### config.mk
export PLATFORM = sky130hd
export DESIGN_NAME = alu_nbit_seq
export DESIGN_NICKNAME = d
export VERILOG_FILES = /design/src/rtl/alu_nbit_seq.sv
export SDC_FILE = /design/constraint.sdc
export NUM_CORES = 1
export LEC_CHECK = 0
export CORE_MARGIN = 2
export CORE_UTILIZATION = 50
export DETAILED_ROUTE_END_ITERATION = 7
export HOLD_SLACK_MARGIN = 0.03
export PLACE_DENSITY = 0.81
export SLEW_MARGIN = 20
export SYNTH_ARGS = -nofsm -noshare
export SYNTH_HDL_FRONTEND = slang
export SYNTH_SLANG_ARGS = --single-unit
### constraint.sdc
create_clock -name clk -period 3.6 [get_ports clk]
set_input_delay 0.9 -clock clk [delete_from_list [all_inputs] [get_ports clk]]
set_output_delay 0.9 -clock clk [all_outputs]
set_load 0.05 [all_outputs]
### src/rtl/alu_nbit_seq.sv
// Sequential N-bit ALU with valid/ready handshakes. Single-cycle logic/arith/shift
// ops; unsigned multiply by shift-add, one multiplier bit per cycle.
module alu_nbit_seq #(
  parameter int WIDTH = 8
) (
  input  logic             clk,
  input  logic             rst,
  input  logic             in_valid,
  output logic             in_ready,
  input  logic [WIDTH-1:0] a,
  input  logic [WIDTH-1:0] b,
  input  logic [2:0]       opcode,
  output logic             out_valid,
  input  logic             out_ready,
  output logic [WIDTH-1:0] result,
  output logic [WIDTH-1:0] result_hi,
  output logic             neg_flag,
  output logic             zero_flag,
  output logic             carry,
  output logic             ovf
);

  localparam int SH_W = $clog2(WIDTH);

  localparam logic [2:0] OP_ADD = 3'b000;
  localparam logic [2:0] OP_SUB = 3'b001;
  localparam logic [2:0] OP_AND = 3'b010;
  localparam logic [2:0] OP_OR  = 3'b011;
  localparam logic [2:0] OP_XOR = 3'b100;
  localparam logic [2:0] OP_SHL = 3'b101;
  localparam logic [2:0] OP_SHR = 3'b110;
  localparam logic [2:0] OP_MUL = 3'b111;

  typedef enum logic [1:0] {
    IDLE = 2'd0,
    MUL  = 2'd1,
    DONE = 2'd2
  } state_t;

  typedef struct packed {
    logic [WIDTH-1:0] res;
    logic             cy;
    logic             ov;
  } alu_out_t;

  state_t             state_q;
  state_t             state_d;
  logic [SH_W-1:0]    cnt_q;
  logic [WIDTH-1:0]   mcand_p1;
  logic [WIDTH-1:0]   acc_hi_p1;
  logic [WIDTH-1:0]   acc_lo_p1;
  logic               accept;
  logic               mul_last;
  alu_out_t           alu_p0;
  logic [2*WIDTH-1:0] prod_nxt;

  // Single-cycle operations. Signed overflow is read from the top two bits of a
  // sign-extended WIDTH+1 result, which cannot itself overflow.
  function automatic alu_out_t alu_eval(input logic [WIDTH-1:0] x,
                                        input logic [WIDTH-1:0] y,
                                        input logic [2:0]       op);
    alu_out_t               r;
    logic [WIDTH:0]         uw;
    logic signed [WIDTH:0]  sx;
    logic signed [WIDTH:0]  sy;
    logic signed [WIDTH:0]  sw;
    logic [SH_W-1:0]        amt;
    r   = '0;
    uw  = '0;
    sx  = {x[WIDTH-1], x};
    sy  = {y[WIDTH-1], y};
    sw  = '0;
    amt = y[SH_W-1:0];
    case (op)
      OP_ADD: begin
        uw   = {1'b0, x} + {1'b0, y};
        sw   = sx + sy;
        r.res = uw[WIDTH-1:0];
        r.cy  = uw[WIDTH];
        r.ov  = sw[WIDTH] ^ sw[WIDTH-1];
      end
      OP_SUB: begin
        uw   = {1'b0, x} - {1'b0, y};
        sw   = sx - sy;
        r.res = uw[WIDTH-1:0];
        r.cy  = uw[WIDTH];
        r.ov  = sw[WIDTH] ^ sw[WIDTH-1];
      end
      OP_AND: r.res = x & y;
      OP_OR:  r.res = x | y;
      OP_XOR: r.res = x ^ y;
      OP_SHL: begin
        // Extra bit above the MSB catches the last bit shifted out.
        uw   = {1'b0, x} << amt;
        r.res = uw[WIDTH-1:0];
        r.cy  = uw[WIDTH];
      end
      OP_SHR: begin
        uw   = {x, 1'b0} >> amt;
        r.res = uw[WIDTH:1];
        r.cy  = uw[0];
      end
      default: r = '0;
    endcase
    return r;
  endfunction

  // One shift-add iteration: conditionally add the multiplicand into the high
  // half, then shift the whole partial product right by one.
  function automatic logic [2*WIDTH-1:0] mul_step(input logic [WIDTH-1:0] mc,
                                                  input logic [WIDTH-1:0] hi,
                                                  input logic [WIDTH-1:0] lo);
    logic [WIDTH:0] sum;
    sum = {1'b0, hi} + (lo[0] ? {1'b0, mc} : {(WIDTH+1){1'b0}});
    return {sum, lo[WIDTH-1:1]};
  endfunction

  always_comb begin
    alu_p0   = alu_eval(a, b, opcode);
    prod_nxt = mul_step(mcand_p1, acc_hi_p1, acc_lo_p1);
  end

  always_comb begin
    state_d   = state_q;
    in_ready  = 1'b0;
    out_valid = 1'b0;
    accept    = 1'b0;
    mul_last  = 1'b0;
    case (state_q)
      IDLE: begin
        in_ready = !rst;
        accept   = in_valid && !rst;
        if (accept) state_d = (opcode == OP_MUL) ? MUL : DONE;
      end
      MUL: begin
        mul_last = (cnt_q == SH_W'(WIDTH - 1));
        if (mul_last) state_d = DONE;
      end
      DONE: begin
        out_valid = 1'b1;
        if (out_ready) state_d = IDLE;
      end
      default: state_d = IDLE;
    endcase
  end

  always_ff @(posedge clk or posedge rst) begin
    if (rst) state_q <= IDLE;
    else     state_q <= state_d;
  end

  always_ff @(posedge clk or posedge rst) begin
    if (rst)                 cnt_q <= '0;
    else if (accept)         cnt_q <= '0;
    else if (state_q == MUL) cnt_q <= cnt_q + SH_W'(1);
  end

  // p0 -> p1: operands captured at accept, so later input changes cannot
  // disturb a multiply in flight.
  always_ff @(posedge clk) begin
    if (accept) begin
      mcand_p1  <= a;
      acc_hi_p1 <= '0;
      acc_lo_p1 <= b;
    end else if (state_q == MUL) begin
      {acc_hi_p1, acc_lo_p1} <= prod_nxt;
    end
  end

  // p1 -> outputs: results and flags registered together and held through DONE.
  always_ff @(posedge clk or posedge rst) begin
    if (rst) begin
      result    <= '0;
      result_hi <= '0;
      neg_flag  <= 1'b0;
      zero_flag <= 1'b0;
      carry     <= 1'b0;
      ovf       <= 1'b0;
    end else if (accept && (opcode != OP_MUL)) begin
      result    <= alu_p0.res;
      result_hi <= '0;
      neg_flag  <= alu_p0.res[WIDTH-1];
      zero_flag <= (alu_p0.res == '0);
      carry     <= alu_p0.cy;
      ovf       <= alu_p0.ov;
    end else if (mul_last) begin
      result    <= prod_nxt[WIDTH-1:0];
      result_hi <= prod_nxt[2*WIDTH-1:WIDTH];
      neg_flag  <= prod_nxt[2*WIDTH-1];
      zero_flag <= (prod_nxt == '0);
      carry     <= (prod_nxt[2*WIDTH-1:WIDTH] != '0);
      ovf       <= 1'b0;
    end
  end

endmodule

==> results.cfg <==
[outcome]
outcome = finished clean

[min_path]
min_path_type = reg -> reg
min-delay-start = acc_hi_p1[0]

[final_layout]
post_layout_nonfiller_instances = 618
mostFrequentLayoutCells = clkdlybuf4s50_1 (44), nand2_1 (41), ha_1 (35), buf_4 (34), inv_1 (31)
final_nets = 573
antenna_cells = 0
multi_input_area_mm2 = 0.002587
syn2layout_area_growth_pct = 20.11
regArea_mm2 = 0.001266
fin_area_mm2 = 0.004917
num-fill-cells = 718
drive_above_1_share_pct = 13.45
fin_util_pct = 60.76
mostFrequentLayoutCell = clkdlybuf4s50_1

[place]
place_congestion = 0.9538
dp_cells = 610
dpl.hpwl_um = 8856
postPlaceCellArea_mm2 = 0.004816
preCtsSetupSlack_ns = -0.05526
portBuffers = 44

[power_and_ir_drop]
peakVddDrop_mv = 0.2236
combPwrFrac_pct = 44.0
internal_power_w = 0.001159
p_seq_share_pct = 38.5
sw_frac_of_total_pct = 39.08
p_clk_share_pct = 17.5
p_switching_w = 0.0007436
power.leakage_nw = 2.124
cellPowerDensity_mw_per_mm2 = 386.9

[clock_network]
clock_latency_ns = 0.30
cts_hold_buffers = 0
cts.sinks = 49
htreeDepth = 2
root_buffer = clkbuf_8
clk_pin_slew_ns = 0.09
clockBufferDepth = 2
cts_made_buffers = 5
cts_tree = built

[sta]
skew_ns = 0.01024
fin_crit_sh_pct = 93.32
relSlewSlack_pct = 38.66
slew_violations = 0
worst_pin_slew_ns = 0.9190
fmax_mhz = 297.7
hold_slack_ns = 0.4780
period_needed_ns = 3.359
rsz0062_at_grt = no
hold_viol_final = 0
setup_viol = 0
postLayoutSetupSlackWorst_ns = 0.2406

[setup_path]
crit_path_max_incr_delay_ns = 0.48
worstPathCellList = clkdlybuf4s50_1, ha_1, fa_1, a21oi_1, o21bai_1, a31oi_1, o21ai_0, xnor2_1, a221oi_1, nor2_1
endpoint_kind = register
crit_start = b[0]
r2r_slack_ns = 0.78
rr_startpoint = acc_lo_p1[0]
critPathLaunchType = input pin
path_max_fanout = 4
path_class = in -> reg
path_buf_inv = 1
critPathArrivalTime_ns = 3.53
crit_path_top_delay_cell = clkdlybuf4s50_1
crit_family = compound AO/OA/AOI/OAI gates
cp.required_ns = 3.77

[yosys]
yosysUniqueCellTypes = 71
synth_warnings = 0
synth-seq-cells = 49
syn-num-nets = 513
synth-async-reset-ratio_pct = 51.02
yosysSeqAreaShare_pct = 30.93
synth_area_mm2 = 0.004094
synth_edf_count = 16
avgSynthCellArea_um2 = 9.057
synth-main-ff-cell = dfrtp_1
synth_cells = 452

[die]
core_area_mm2 = 0.008093
io_pins = 45
die_w_um = 94.49
start_util_pct = 50.59
dieArea_mm2 = 0.008927
fp-row-count = 33
die_h_um = 94.49

[route]
num_vias = 3797
drt_iter0_drc = 246
vias_per_cell = 6.144
drc = 0
wirelength_um = 11130
drtPass1Iterations = 5
antenna_left = 0
wl_per_cell_um = 18.01

[global_routing]
antenna_found_initial = 0
grt_max_degree = 26
grt_pass1_vias = 3648
grt_first_pass_wirelength_um = 18110
grt_overflow = 0
track_usage_pct = 25.63

[job]
drv_cap = 0
[area by class of cell]
cell class	instances	area share [%]
Multi-Input combinational cell	345	52.62
Sequential cell	49	25.75
Timing Repair Buffer	79	14.55
Tap cell	105	2.672
Inverter	32	2.443
Clock buffer	6	1.679
Clock inverter	2	0.2799
[worst register-to-register path: cells and delay by family (launching register included)]
kind / cells / cell delay, ns
compound gates: 5 / 1.09
fa+ha+maj: 2 / 0.61
flops: 1 / 0.47
simple gates: 3 / 0.62
[timing repair]
| item | in CTS | in global routing |
|---|---|---|
| setup endpoints to repair | 0 | 1 |
| resized for setup | 0 | 1 |
| setup buffers | 0 | 0 |
[stage by stage]
step	power [W]	setup TNS, ns
floorplan	0.001280	0
global placement	0.001540	0
detailed placement	0.001568	-0.1027
CTS	0.001900	0
global route	0.001994	0
finish	0.001902	0
[synthesized netlist by cell type, drive strengths merged (3+ instances only)]
cell type | count | area share [%]
nand3 | 18 | 2.2
and3 | 4 | 0.73
o21a | 3 | 0.55
o21ai | 30 | 3.7
a22o | 3 | 0.64
inv | 32 | 2.9
nor3 | 7 | 0.86
nand2 | 41 | 3.8
buf | 12 | 1.9
o211ai | 4 | 0.73
a22oi | 7 | 1.3
dfxtp | 8 | 3.9
nor2 | 26 | 2.4
nor4 | 3 | 0.61
a221oi | 4 | 0.86
or3 | 3 | 0.46
xor2 | 6 | 1.3
mux2i | 12 | 2.9
a221o | 4 | 0.98
o21bai | 3 | 0.55
dfrtp | 25 | 15
xnor2 | 6 | 1.3
ha | 35 | 11
mux2 | 12 | 3.6
and2 | 11 | 1.7
fa | 3 | 1.5
mux4 | 6 | 3.3
nor2b | 7 | 1.1
a32o | 3 | 0.73
a211oi | 4 | 0.73
a21oi | 26 | 3.2
o22ai | 8 | 1.2
nand2b | 5 | 0.76
o2111ai | 4 | 0.86
a21o | 4 | 0.73
clkbuf | 14 | 1.3
edfxtp | 16 | 12
[logic make-up after synthesis]
family                   count (synthesis)  synth area share, %
XOR/XNOR                                12                2.567
AND/OR/NAND/NOR                        135                16.63
buffers and inverters                   58                6.112
AO/OA/AOI/OAI                          130                21.79
flip-flops                              49                30.93
adder cells (fa/ha/maj)                 38                12.16
multiplexers                            30                9.811
[layer usage]
metal	track usage [%]	wire [µm]
met5	0	0
met1	33.84	4885
met4	9.179	302
met2	43.93	5338
met3	2.394	602
[final timing paths]
check / to / depth (start not counted)
max: ovf / 10
min: acc_hi_p1[0] / 2
max reg2reg: zero_flag / 10
min reg2reg: acc_hi_p1[0] / 2
max in group asynchronous: result[0] / 2
min in group asynchronous: cnt_q[2] / 2
[power by group through the flow]
| stage | combinational, W | sequential, W | clock, W |
|---|---|---|---|
| final | 0.000836 | 0.000732 | 0.000334 |
| after global routing | 0.000902 | 0.000741 | 0.000351 |
| after CTS | 0.000829 | 0.000732 | 0.000338 |
| after detailed placement | 0.000826 | 0.000742 | 0 |
| after global placement | 0.000803 | 0.000737 | 0 |
| after floorplan | 0.000422 | 0.000859 | 0 |
[state kept, by name, indices dropped and copies added, names as in the netlist]
signal     flops
neg_flag       1
acc_lo_p1      8
result         8
mcand_p1       8
carry          1
result_hi      8
acc_hi_p1      8
zero_flag      1
state_q        2
ovf            1
cnt_q          3
No activity file was read; power rests on OpenSTA's default activity.
